<file path="config.mk">
export PLATFORM = sky130hd
export DESIGN_NAME = axi4_wr_burst_track
export DESIGN_NICKNAME = d
export VERILOG_FILES = /design/src/rtl/axi4_wr_burst_track_pkg.sv /design/src/rtl/axi4_wr_burst_track_fifo.sv /design/src/rtl/axi4_wr_burst_track.sv
export SDC_FILE = /design/constraint.sdc
export NUM_CORES = 1
export LEC_CHECK = 0
export BUFFER_PORTS_ARGS = -buffer_cell sky130_fd_sc_hd__buf_2
export CELL_PAD_IN_SITES_DETAIL_PLACEMENT = 1
export CELL_PAD_IN_SITES_GLOBAL_PLACEMENT = 2
export CORE_MARGIN = 2
export CORE_UTILIZATION = 51
export CTS_BUF_LIST = sky130_fd_sc_hd__clkbuf_2 sky130_fd_sc_hd__clkbuf_4 sky130_fd_sc_hd__clkbuf_8
export DETAILED_ROUTE_END_ITERATION = 7
export PLACE_DENSITY_LB_ADDON = 0.1
export SETUP_SLACK_MARGIN = 0.2
export SYNTH_ARGS = -nofsm -noshare
export SYNTH_HDL_FRONTEND = slang
export SYNTH_SLANG_ARGS = --single-unit
</file>
<file path="constraint.sdc">
create_clock -name axi_aclk -period 4.65 [get_ports axi_aclk]
set_input_delay 0.6975 -clock axi_aclk [delete_from_list [all_inputs] [get_ports axi_aclk]]
set_output_delay 0.6975 -clock axi_aclk [all_outputs]
set_load 0.02 [all_outputs]
</file>
<file path="src/rtl/axi4_wr_burst_track_pkg.sv">
// Shared types and constants for the AXI4 write-burst tracker: BRESP encodings,
// the packed record of sticky error flags and a saturating beat-count helper.
package axi4_wr_burst_track_pkg;

    localparam logic [1:0] BRESP_OKAY   = 2'b00;
    localparam logic [1:0] BRESP_EXOKAY = 2'b01;
    localparam logic [1:0] BRESP_SLVERR = 2'b10;
    localparam logic [1:0] BRESP_DECERR = 2'b11;

    typedef struct packed {
        logic wr_overflow;
        logic len_error;
        logic wrong_id;
        logic orphan_b;
        logic timeout_error;
    } wr_track_err_t;

    function automatic logic [8:0] sat_inc9(input logic [8:0] value);
        return (value == 9'h1FF) ? value : value + 9'd1;
    endfunction

endpackage

</file>
<file path="src/rtl/axi4_wr_burst_track_fifo.sv">
// First-word-fall-through FIFO used for the AW, WLEN and B tracking queues.
// Pushes to a full FIFO and pops from an empty FIFO are dropped.
module track_fifo #(
    parameter int DSIZE = 8,
    parameter int DEPTH = 32
) (
    input  logic             clk,
    input  logic             rst_n,
    input  logic             push,
    input  logic [DSIZE-1:0] din,
    input  logic             pop,
    output logic [DSIZE-1:0] dout,
    output logic             full,
    output logic             empty
);

    localparam int AW = $clog2(DEPTH);

    logic [DSIZE-1:0] mem [DEPTH];
    logic [AW:0]      wr_ptr;
    logic [AW:0]      rd_ptr;
    logic             do_push;
    logic             do_pop;

    assign do_push = push && !full;
    assign do_pop  = pop && !empty;
    assign empty   = (wr_ptr == rd_ptr);
    assign full    = (wr_ptr[AW] != rd_ptr[AW]) && (wr_ptr[AW-1:0] == rd_ptr[AW-1:0]);
    assign dout    = mem[rd_ptr[AW-1:0]];

    always_ff @(posedge clk or negedge rst_n) begin
        if (!rst_n) begin
            wr_ptr <= '0;
            rd_ptr <= '0;
        end else begin
            if (do_push) wr_ptr <= wr_ptr + 1'b1;
            if (do_pop)  rd_ptr <= rd_ptr + 1'b1;
        end
    end

    always_ff @(posedge clk) begin
        if (do_push) mem[wr_ptr[AW-1:0]] <= din;
    end

endmodule

</file>
<file path="src/rtl/axi4_wr_burst_track.sv">
// Passive AXI4 write-path monitor: checks beat counts, B ordering/IDs, outstanding
// overflow, orphan B and response timeout. Define AXI4_WR_TRACK_SIM_EN for $error reporting.
module axi4_wr_burst_track
    import axi4_wr_burst_track_pkg::*;
#(
    parameter int IDSIZE    = 4,
    parameter int MAX_LEN   = 16,
    parameter int MAX_CYCLE = 1000,
    parameter int DEPTH     = 32
) (
    input  logic              axi_aclk,
    input  logic              axi_aresetn,
    input  logic [IDSIZE-1:0] axi_awid,
    input  logic [7:0]        axi_awlen,
    input  logic              axi_awvalid,
    input  logic              axi_awready,
    input  logic              axi_wvalid,
    input  logic              axi_wready,
    input  logic              axi_wlast,
    input  logic [IDSIZE-1:0] axi_bid,
    input  logic [1:0]        axi_bresp,
    input  logic              axi_bvalid,
    input  logic              axi_bready,
    output logic              wr_overflow,
    output logic              len_error,
    output logic              wrong_id,
    output logic              orphan_b,
    output logic              timeout_error
);

    logic awh, wh, wlh, bh;
    logic [8:0]  wbeat;
    logic [8:0]  beat_live;
    logic [15:0] outstanding;
    logic [15:0] out_next;
    logic [15:0] tcnt;
    logic [7:0]  last_awlen;

    logic [IDSIZE+7:0] aw_dout;
    logic              aw_full, aw_empty, aw_push, aw_pop;
    logic [8:0]        wl_dout;
    logic              wl_full, wl_empty, wl_push, wl_pop;
    logic [IDSIZE-1:0] b_dout;
    logic              b_full, b_empty, b_pop;

    logic              pair;
    logic [IDSIZE-1:0] pair_id;
    logic [7:0]        pair_len;
    logic [8:0]        pair_cnt;

    wr_track_err_t err;
    wr_track_err_t err_set;

    assign awh       = axi_awvalid && axi_awready;
    assign wh        = axi_wvalid && axi_wready;
    assign wlh       = wh && axi_wlast;
    assign bh        = axi_bvalid && axi_bready;
    assign beat_live = sat_inc9(wbeat);

    // An empty FIFO whose handshake fires this cycle forwards the live value
    // instead of being pushed, so pairing lands on the later of AW and WLAST.
    assign pair    = (!aw_empty || awh) && (!wl_empty || wlh);
    assign aw_push = awh && !(aw_empty && pair);
    assign aw_pop  = pair && !aw_empty;
    assign wl_push = wlh && !(wl_empty && pair);
    assign wl_pop  = pair && !wl_empty;
    assign b_pop   = bh && !b_empty;

    always_comb begin
        pair_id  = aw_empty ? axi_awid  : aw_dout[IDSIZE+7:8];
        pair_len = aw_empty ? axi_awlen : aw_dout[7:0];
        pair_cnt = wl_empty ? beat_live : wl_dout;
    end

    always_comb begin
        out_next = outstanding;
        if (awh && !bh && outstanding != 16'hFFFF)
            out_next = outstanding + 16'd1;
        else if (bh && !awh && outstanding != 16'd0)
            out_next = outstanding - 16'd1;
    end

    always_comb begin
        err_set.wr_overflow   = (out_next > 16'(MAX_LEN)) ||
                                (aw_push && aw_full) || (wl_push && wl_full) || (pair && b_full);
        err_set.len_error     = pair && (pair_cnt != ({1'b0, pair_len} + 9'd1));
        err_set.wrong_id      = b_pop && (b_dout != axi_bid);
        err_set.orphan_b      = bh && b_empty;
        err_set.timeout_error = ({1'b0, tcnt} >= (17'(MAX_CYCLE) + {9'd0, last_awlen}));
    end

    always_ff @(posedge axi_aclk or negedge axi_aresetn) begin
        if (!axi_aresetn) begin
            wbeat       <= '0;
            outstanding <= '0;
            tcnt        <= '0;
            last_awlen  <= '0;
            err         <= '0;
        end else begin
            if (wlh)
                wbeat <= '0;
            else if (wh)
                wbeat <= beat_live;
            outstanding <= out_next;
            if (bh || outstanding == 16'd0)
                tcnt <= '0;
            else if (tcnt != 16'hFFFF)
                tcnt <= tcnt + 16'd1;
            if (awh)
                last_awlen <= axi_awlen;
            err <= err | err_set;
        end
    end

    assign wr_overflow   = err.wr_overflow;
    assign len_error     = err.len_error;
    assign wrong_id      = err.wrong_id;
    assign orphan_b      = err.orphan_b;
    assign timeout_error = err.timeout_error;

    track_fifo #(.DSIZE(IDSIZE + 8), .DEPTH(DEPTH)) u_aw_fifo (
        .clk   (axi_aclk),
        .rst_n (axi_aresetn),
        .push  (aw_push),
        .din   ({axi_awid, axi_awlen}),
        .pop   (aw_pop),
        .dout  (aw_dout),
        .full  (aw_full),
        .empty (aw_empty)
    );

    track_fifo #(.DSIZE(9), .DEPTH(DEPTH)) u_wlen_fifo (
        .clk   (axi_aclk),
        .rst_n (axi_aresetn),
        .push  (wl_push),
        .din   (beat_live),
        .pop   (wl_pop),
        .dout  (wl_dout),
        .full  (wl_full),
        .empty (wl_empty)
    );

    track_fifo #(.DSIZE(IDSIZE), .DEPTH(DEPTH)) u_b_fifo (
        .clk   (axi_aclk),
        .rst_n (axi_aresetn),
        .push  (pair),
        .din   (pair_id),
        .pop   (b_pop),
        .dout  (b_dout),
        .full  (b_full),
        .empty (b_empty)
    );

`ifdef AXI4_WR_TRACK_SIM_EN
    wr_track_err_t     err_q;
    logic [IDSIZE-1:0] exp_id_q;
    logic [IDSIZE-1:0] act_id_q;

    always @(posedge axi_aclk) begin
        err_q <= err;
        if (err_set.wrong_id && !err.wrong_id) begin
            exp_id_q <= b_dout;
            act_id_q <= axi_bid;
        end
        if ((err & ~err_q) != '0) begin
            if (err.wr_overflow && !err_q.wr_overflow)
                $error("wr_overflow at %0t", $time);
            if (err.len_error && !err_q.len_error)
                $error("len_error at %0t", $time);
            if (err.wrong_id && !err_q.wrong_id)
                $error("wrong_id at %0t: expected %0d got %0d", $time, exp_id_q, act_id_q);
            if (err.orphan_b && !err_q.orphan_b)
                $error("orphan_b at %0t", $time);
            if (err.timeout_error && !err_q.timeout_error)
                $error("timeout_error at %0t", $time);
            #1us;
            $stop;
        end
    end

    logic unused_bresp;
    assign unused_bresp = ^axi_bresp;
`else
    logic unused_bresp;
    assign unused_bresp = ^axi_bresp;
`endif

endmodule
</file>
# Yosys cells after proc, flatten, opt, wreduce, memory -nomap -nowiden
# Memories as Yosys holds them, arrays and structs flattened.
# Index checks and enable logic that the tools add are counted.
dict set report word_totals {
  inputBits 27
  elab_cells 114
  mem_count 3
  ram_bits 800
  regBits 90
  out_inout_bits 5
}
dict set report op_classes {
  mux 16
  n_addsub 12
  reduce_logical 51
  eq_ne 14
  magnitude_cmp 2
  n_bitwise 1
}
# name words width read_ports rd_ports_with_merged_regs write_ports line
set mem_list {}
lappend mem_list {u_aw_fifo.mem 32 12 1 0 1 axi4_wr_burst_track_fifo.sv:19} ;# logic [DSIZE-1:0] mem [DEPTH];
lappend mem_list {u_wlen_fifo.mem 32 9 1 0 1 axi4_wr_burst_track_fifo.sv:19}
lappend mem_list {u_b_fifo.mem 32 4 1 0 1 axi4_wr_burst_track_fifo.sv:19}
# cell count
set ops {}
lappend ops {{$mux W16} 4}
lappend ops {{$add A6 B1 Y6 const B} 6}
lappend ops {{$mux W9} 4}
lappend ops {{$add A16 B1 Y16 const B} 2}
lappend ops {{$ne A16 B16 Y1 const B} 2}
lappend ops {{$logic_and A1 B1 Y1} 31}
lappend ops {{$eq A6 B6 Y1} 3}
lappend ops {{$ge A16 B11 Y1} 1}
lappend ops {{$gt A16 B5 Y1 const B} 1}
lappend ops {{$logic_not A16 Y1} 1}
lappend ops {{$reduce_bool A16 Y1} 1}
lappend ops {{$sub A16 B1 Y16 const B} 1}
lappend ops {{$eq A5 B5 Y1} 3}
lappend ops {{$add A10 B8 Y11 const A} 1}
lappend ops {{$logic_not A1 Y1} 10}
lappend ops {{$add A8 B1 Y9 const B} 1}
lappend ops {{$add A9 B1 Y9 const B} 1}
lappend ops {{$eq A9 B9 Y1 const B} 1}
lappend ops {{$ne A9 B9 Y1} 1}
lappend ops {{$mux W8} 1}
lappend ops {{$logic_or A1 B1 Y1} 6}
lappend ops {{$mux W1} 6}
lappend ops {{$or A5 B5 Y5} 1}
lappend ops {{$mux W4} 1}
lappend ops {{other kinds (3)} 6}

# Depth between registers and ports, before layout
dict set report depth {
  ltp_word 12
  ltp_mapped 16
  ltp_nobuf 12
}

# By module
# Synthesis repeated with hierarchy kept, for this count alone.
dict set report unflattened {
  hier_cells 2297
  hier_area_um2 37297.0
}
# mod instances seq_area_each_um2 area_per_inst_um2 cells_per_inst
set modules_own_cells {}
lappend modules_own_cells {{track_fifo (u_aw_fifo)} 1 11831.3 15632.5 920}
lappend modules_own_cells {{track_fifo (u_wlen_fifo)} 1 8948.6 11808.8 590}
lappend modules_own_cells {{track_fifo (u_b_fifo)} 1 4144.0 5814.3 342}
lappend modules_own_cells {axi4_wr_burst_track 1 1351.3 4041.4 445}

# Worst setup path after synthesis
# OpenSTA, ideal clock, no wires.
dict set report synth_path {
  kind {register to register}
  start {register u_aw_fifo.rd_ptr[0]}
  end {memory u_b_fifo.mem[0][0] in the netlist's numbering (data pin)}
  n_path_buf 5
  setup_time_ns 0.454
  arrival_time_ns 3.588
  path_stages_with_launch 10
  setup_slack_ns 0.608
  period_less_slack_ns 4.042
  required_ns 4.196
  path_cell_list {dfrtp_1 buf_4 buf_4 buf_4 buf_4 buf_1 mux4_2 mux4_2 mux2i_1 o21ai_0}
}
dict set report synth_between {
  elab_chain_len 2
  elab_cells_between_ends 3
  classes_between {eq/ne (1); mux (1); memory (1)}
}
# item line
set synth_rtl {}
lappend synth_rtl {{start: declaration} axi4_wr_burst_track_fifo.sv:21} ;# logic [AW:0] rd_ptr;
lappend synth_rtl {{start signal: assignment} axi4_wr_burst_track_fifo.sv:37} ;# if (do_pop) rd_ptr <= rd_ptr + 1'b1;
lappend synth_rtl {{$mem_v2 Z32 W12 or $eq A6 B6 Y1 (tied branches)} n/a}
lappend synth_rtl {{$mux W4 *} axi4_wr_burst_track.sv:70} ;# pair_id = aw_empty ? axi_awid : aw_dout[IDSIZE+7:8];
lappend synth_rtl {{via pair_id[0]} axi4_wr_burst_track.sv:47} ;# logic [IDSIZE-1:0] pair_id;
lappend synth_rtl {{end: declaration} axi4_wr_burst_track_fifo.sv:19}
# Mark *: on every way through the listed nets, which the timed path passes. The rest lies on a longest branch.

# Worst setup path in the final report
dict set report layout_path {
  start {register u_aw_fifo.rd_ptr[0]}
  end {memory u_wlen_fifo.mem[46][8] (netlist: u_wlen_fifo.mem[23][8]), enable pin}
}
dict set report layout_between {
  elab_chain_len 10
}
# item line
set layout_rtl {}
lappend layout_rtl {{$eq A6 B6 Y1} axi4_wr_burst_track_fifo.sv:27} ;# assign empty = (wr_ptr == rd_ptr);
lappend layout_rtl {{$logic_not A1 Y1} axi4_wr_burst_track.sv:62} ;# assign pair = (!aw_empty || awh) && (!wl_empty || wlh);
lappend layout_rtl {{$logic_or A1 B1 Y1} axi4_wr_burst_track.sv:62}
lappend layout_rtl {{$logic_and A1 B1 Y1} axi4_wr_burst_track.sv:62}
lappend layout_rtl {{$logic_and A1 B1 Y1} axi4_wr_burst_track.sv:65} ;# assign wl_push = wlh && !(wl_empty && pair);
lappend layout_rtl {{$logic_not A1 Y1} axi4_wr_burst_track.sv:65}
lappend layout_rtl {{$logic_and A1 B1 Y1} axi4_wr_burst_track.sv:65}
lappend layout_rtl {{$logic_and A1 B1 Y1} axi4_wr_burst_track_fifo.sv:25} ;# assign do_push = push && !full;
lappend layout_rtl {{$mux W1} axi4_wr_burst_track_fifo.sv:42} ;# if (do_push) mem[wr_ptr[AW-1:0]] <= din;
lappend layout_rtl {{$mux W1 (not written as such)} axi4_wr_burst_track_fifo.sv:42}
lappend layout_rtl {{end: declaration} axi4_wr_burst_track_fifo.sv:19}
# Every way passes these cells.

==> summary.txt <==
Status
  • Outcome: finished, final reports clean

Routing
  • Routed WL: 87.8 mm
  • Antenna-violating nets left: 0
  • Via count: 19,300
  • Drt wl/cell: 26.8 um
  • DRC errors left: 0
  • Total iterations of the first detailed-routing run: 6
  • Via/cell ratio: 5.89
  • Initial detailed-routing violation count: 1,406

STA
  • Max-slew headroom: 0.223
  • Part of the cycle the worst path needs: 0.869
  • Final slew viol count: 0
  • Worst setup margin: 607 ps
  • Setup TNS: 0 ps
  • Clock Skew: 21.1 ps
  • Unrepaired setup endpoints after global routing: false
  • Final hold vios: 0
  • Final setup fails: 0
  • Final Critical Period: 4040 ps
  • Highest clock rate: 247 MHz
  • Worst slew pin tran: 1160 ps

Final layout
  • Commonest non-fill, non-tap cell in the layout: edfxtp_1
  • Final std cells w/o fill: 3,276
  • Layout cells sized above 1: 0.262
  • Area delta synth->final: 12.9%
  • Nets: 2,273
  • Fill cells: 6,326
  • Design Area, Final: 41,200 um^2
  • Most frequent cells in the layout: 800 x edfxtp_1, 192 x mux4_2, 158 x nor2_1

Clock tree
  • # H-tree levels: 4
  • Clock Tree Root: clkbuf_8
  • Later-pin clock latency in the skew report: 780 ps
  • CTS tree: built
  • Clock buffer count from CTS: 146
  • PostCTS Resize Cnt: 0
  • Postcts setup bufs: 0
  • Hold-fix buffers, CTS: 1
  • Clock sinks: 890
  • Clock-pin transition on the worst setup and hold timing paths: 70 ps
  • Clock tree buffer depth: 3

Global route
  • Met3 usage: 0.0399
  • GR Layer Usage met1: 0.341
  • Vias in the first global route: 20,800
  • Initial antenna violation count: 4
  • Largest net degree at the start of global routing: 60
  • Layer with the highest usage: met2
  • First-pass GRT wire length: 134 mm
  • GRT met2 Usage: 0.406
  • GR Util All Layers: 0.246
  • Grt total ovfl: 0

Place
  • Inst Count DP: 3,015
  • Gp weighted congestion: 0.789
  • Placed Area: 38,400 um^2
  • Pre-CTS setup slack: 701 ps
  • Post-DP HPWL: 55.2 mm
  • PortBufs: 29

Synthesis
  • Asr flop ratio synth: 0.101
  • Synthesized Nets: 2,071
  • Synth Area per Inst: 18.1 um^2
  • Sequential share of the synthesized area: 0.720
  • Mapped Area: 36,500 um^2
  • Ys flop type: edfxtp_1
  • Yosys warns: 0
  • Post-synth EDFFs: 800
  • Post-synth cell types: 61
  • Gate Count Post-Synth: 2,012
  • Register bit total from synthesis: 890

Floorplanning
  • Site Rows: 98
  • Die Span Y: 272 um
  • DIE AREA: 73,700 um^2
  • Die width: 272 um
  • IO Pins: 32
  • Initial core utilization: 0.513
  • Placeable Area: 71,100 um^2

Setup path
  • Critical Path AT: 4510 ps
  • WS Path Type: reg2reg
  • CP endpoint kind: register
  • Startpoint types: register
  • Worst Path Max Fanout: 18
  • WP data required: 5120 ps

Hold path
  • Worst hold path type: in2reg

Power
  • Power after layout: 25.0 mW
  • Power per cell area: 607 nW/um^2
  • Leakage power: 14.2 nW
  • Peak VDD IR: 452 uV

Job
  • Max-Cap Viols: 0
==> cells in the mapped netlist, types with 15 or more instances <==
cell type / number / area [um^2]
mux4_2: 192 / 4320
nor3_1: 24 / 120
nor2_1: 158 / 593
nand3_1: 41 / 205
buf_2: 17 / 85.1
edfxtp_1: 800 / 24000
xor2_1: 44 / 385
ha_1: 32 / 400
xnor2_1: 41 / 359
o21ai_0: 31 / 155
a22o_1: 19 / 166
inv_1: 17 / 63.8
a21oi_1: 32 / 160
a22oi_1: 23 / 173
nand2_1: 104 / 390
dfrtp_1: 90 / 2250
clkbuf_1: 48 / 180
nand4_1: 15 / 93.8
mux2i_1: 94 / 941
==> final cells by class <==
type / instances / area [um^2] / share of cell area
Sequential cell: 890 / 26300 / 0.638
Multi-Input combinational cell: 1009 / 9730 / 0.236
Clock buffer: 201 / 2470 / 0.0600
Tap cell: 950 / 1190 / 0.0289
Timing Repair Buffer: 150 / 1130 / 0.0275
Clock inverter: 58 / 310 / 0.00753
Inverter: 17 / 63.8 / 0.00155
Antenna cell: 1 / 2.50 / 0.0000608
==> routing by layer <==
metal | share of wire | up-vias
met2 | 0.50 | 452
li1 | - | 8443
met5 | 0.00023 | -
met3 | 0.040 | 128
met4 | 0.021 | 4
met1 | 0.44 | 10300
==> worst max-delay path: stages (launching register included) <==
cell,delay (ps)
dfrtp_4,640
xor2_1,220
nor3_1,450
and3_1,670
nand3_1,150
a21oi_1,580
nand2_1,530
nor2_1,260
buf_4,220
==> through the flow <==
stage | hold WS, ps | util
2_1_floorplan | 402 | -
3_3_place_gp | 435 | 0.540
3_5_place_dp | 454 | 0.540
6_report | 235 | 0.579
5_1_grt | 201 | 0.579
4_1_cts | 164 | 0.579
==> registers in the layout, indices dropped and copies added (netlist names) <==
signal / cells
u_aw_fifo.mem: 384
u_wlen_fifo.mem: 288
u_b_fifo.mem: 128
outstanding: 16
tcnt: 16
wbeat: 9
last_awlen: 8
u_aw_fifo.rd_ptr: 6
u_aw_fifo.wr_ptr: 6
u_b_fifo.rd_ptr: 6
u_b_fifo.wr_ptr: 6
u_wlen_fifo.rd_ptr: 6
u_wlen_fifo.wr_ptr: 6
len_error: 1
orphan_b: 1
timeout_error: 1
wr_overflow: 1
wrong_id: 1
==> logic make-up after synthesis <==
kind of cell | synth area share
buffers and inverters | 0.0146
DFF | 0.720
adders and majority gates | 0.0110
xor gates and xnor gates | 0.0204
muxes | 0.149
and+or+nand+nor | 0.0542
AOI/OAI and AO/OA | 0.0313
==> path summary, 6_finish.rpt <==
kind	startpoint	end	slack, ps	depth (start not counted)
worst max-delay path	u_aw_fifo.rd_ptr[0]	u_wlen_fifo.mem[23][8]	610	8
worst min-delay path	axi_wready	wbeat[8]	240	3
worst max register to register	u_aw_fifo.rd_ptr[0]	u_wlen_fifo.mem[23][8]	610	8
worst min register to register	wrong_id	wrong_id	470	1
max in group asynchronous	axi_aresetn	u_wlen_fifo.rd_ptr[1]	3280	3
min in group asynchronous	axi_aresetn	tcnt[15]	400	2
==> report_power, final <==
group	total, mW	switching [mW]	internal, mW	leakage [nW]
sequential	10.7	0.816	9.86	8.44
clock	6.54	3.04	3.50	1.47
combinational	7.76	4.44	3.32	4.28
total	25.0	8.30	16.7	14.2
Power figures use the tool's default switching activity.
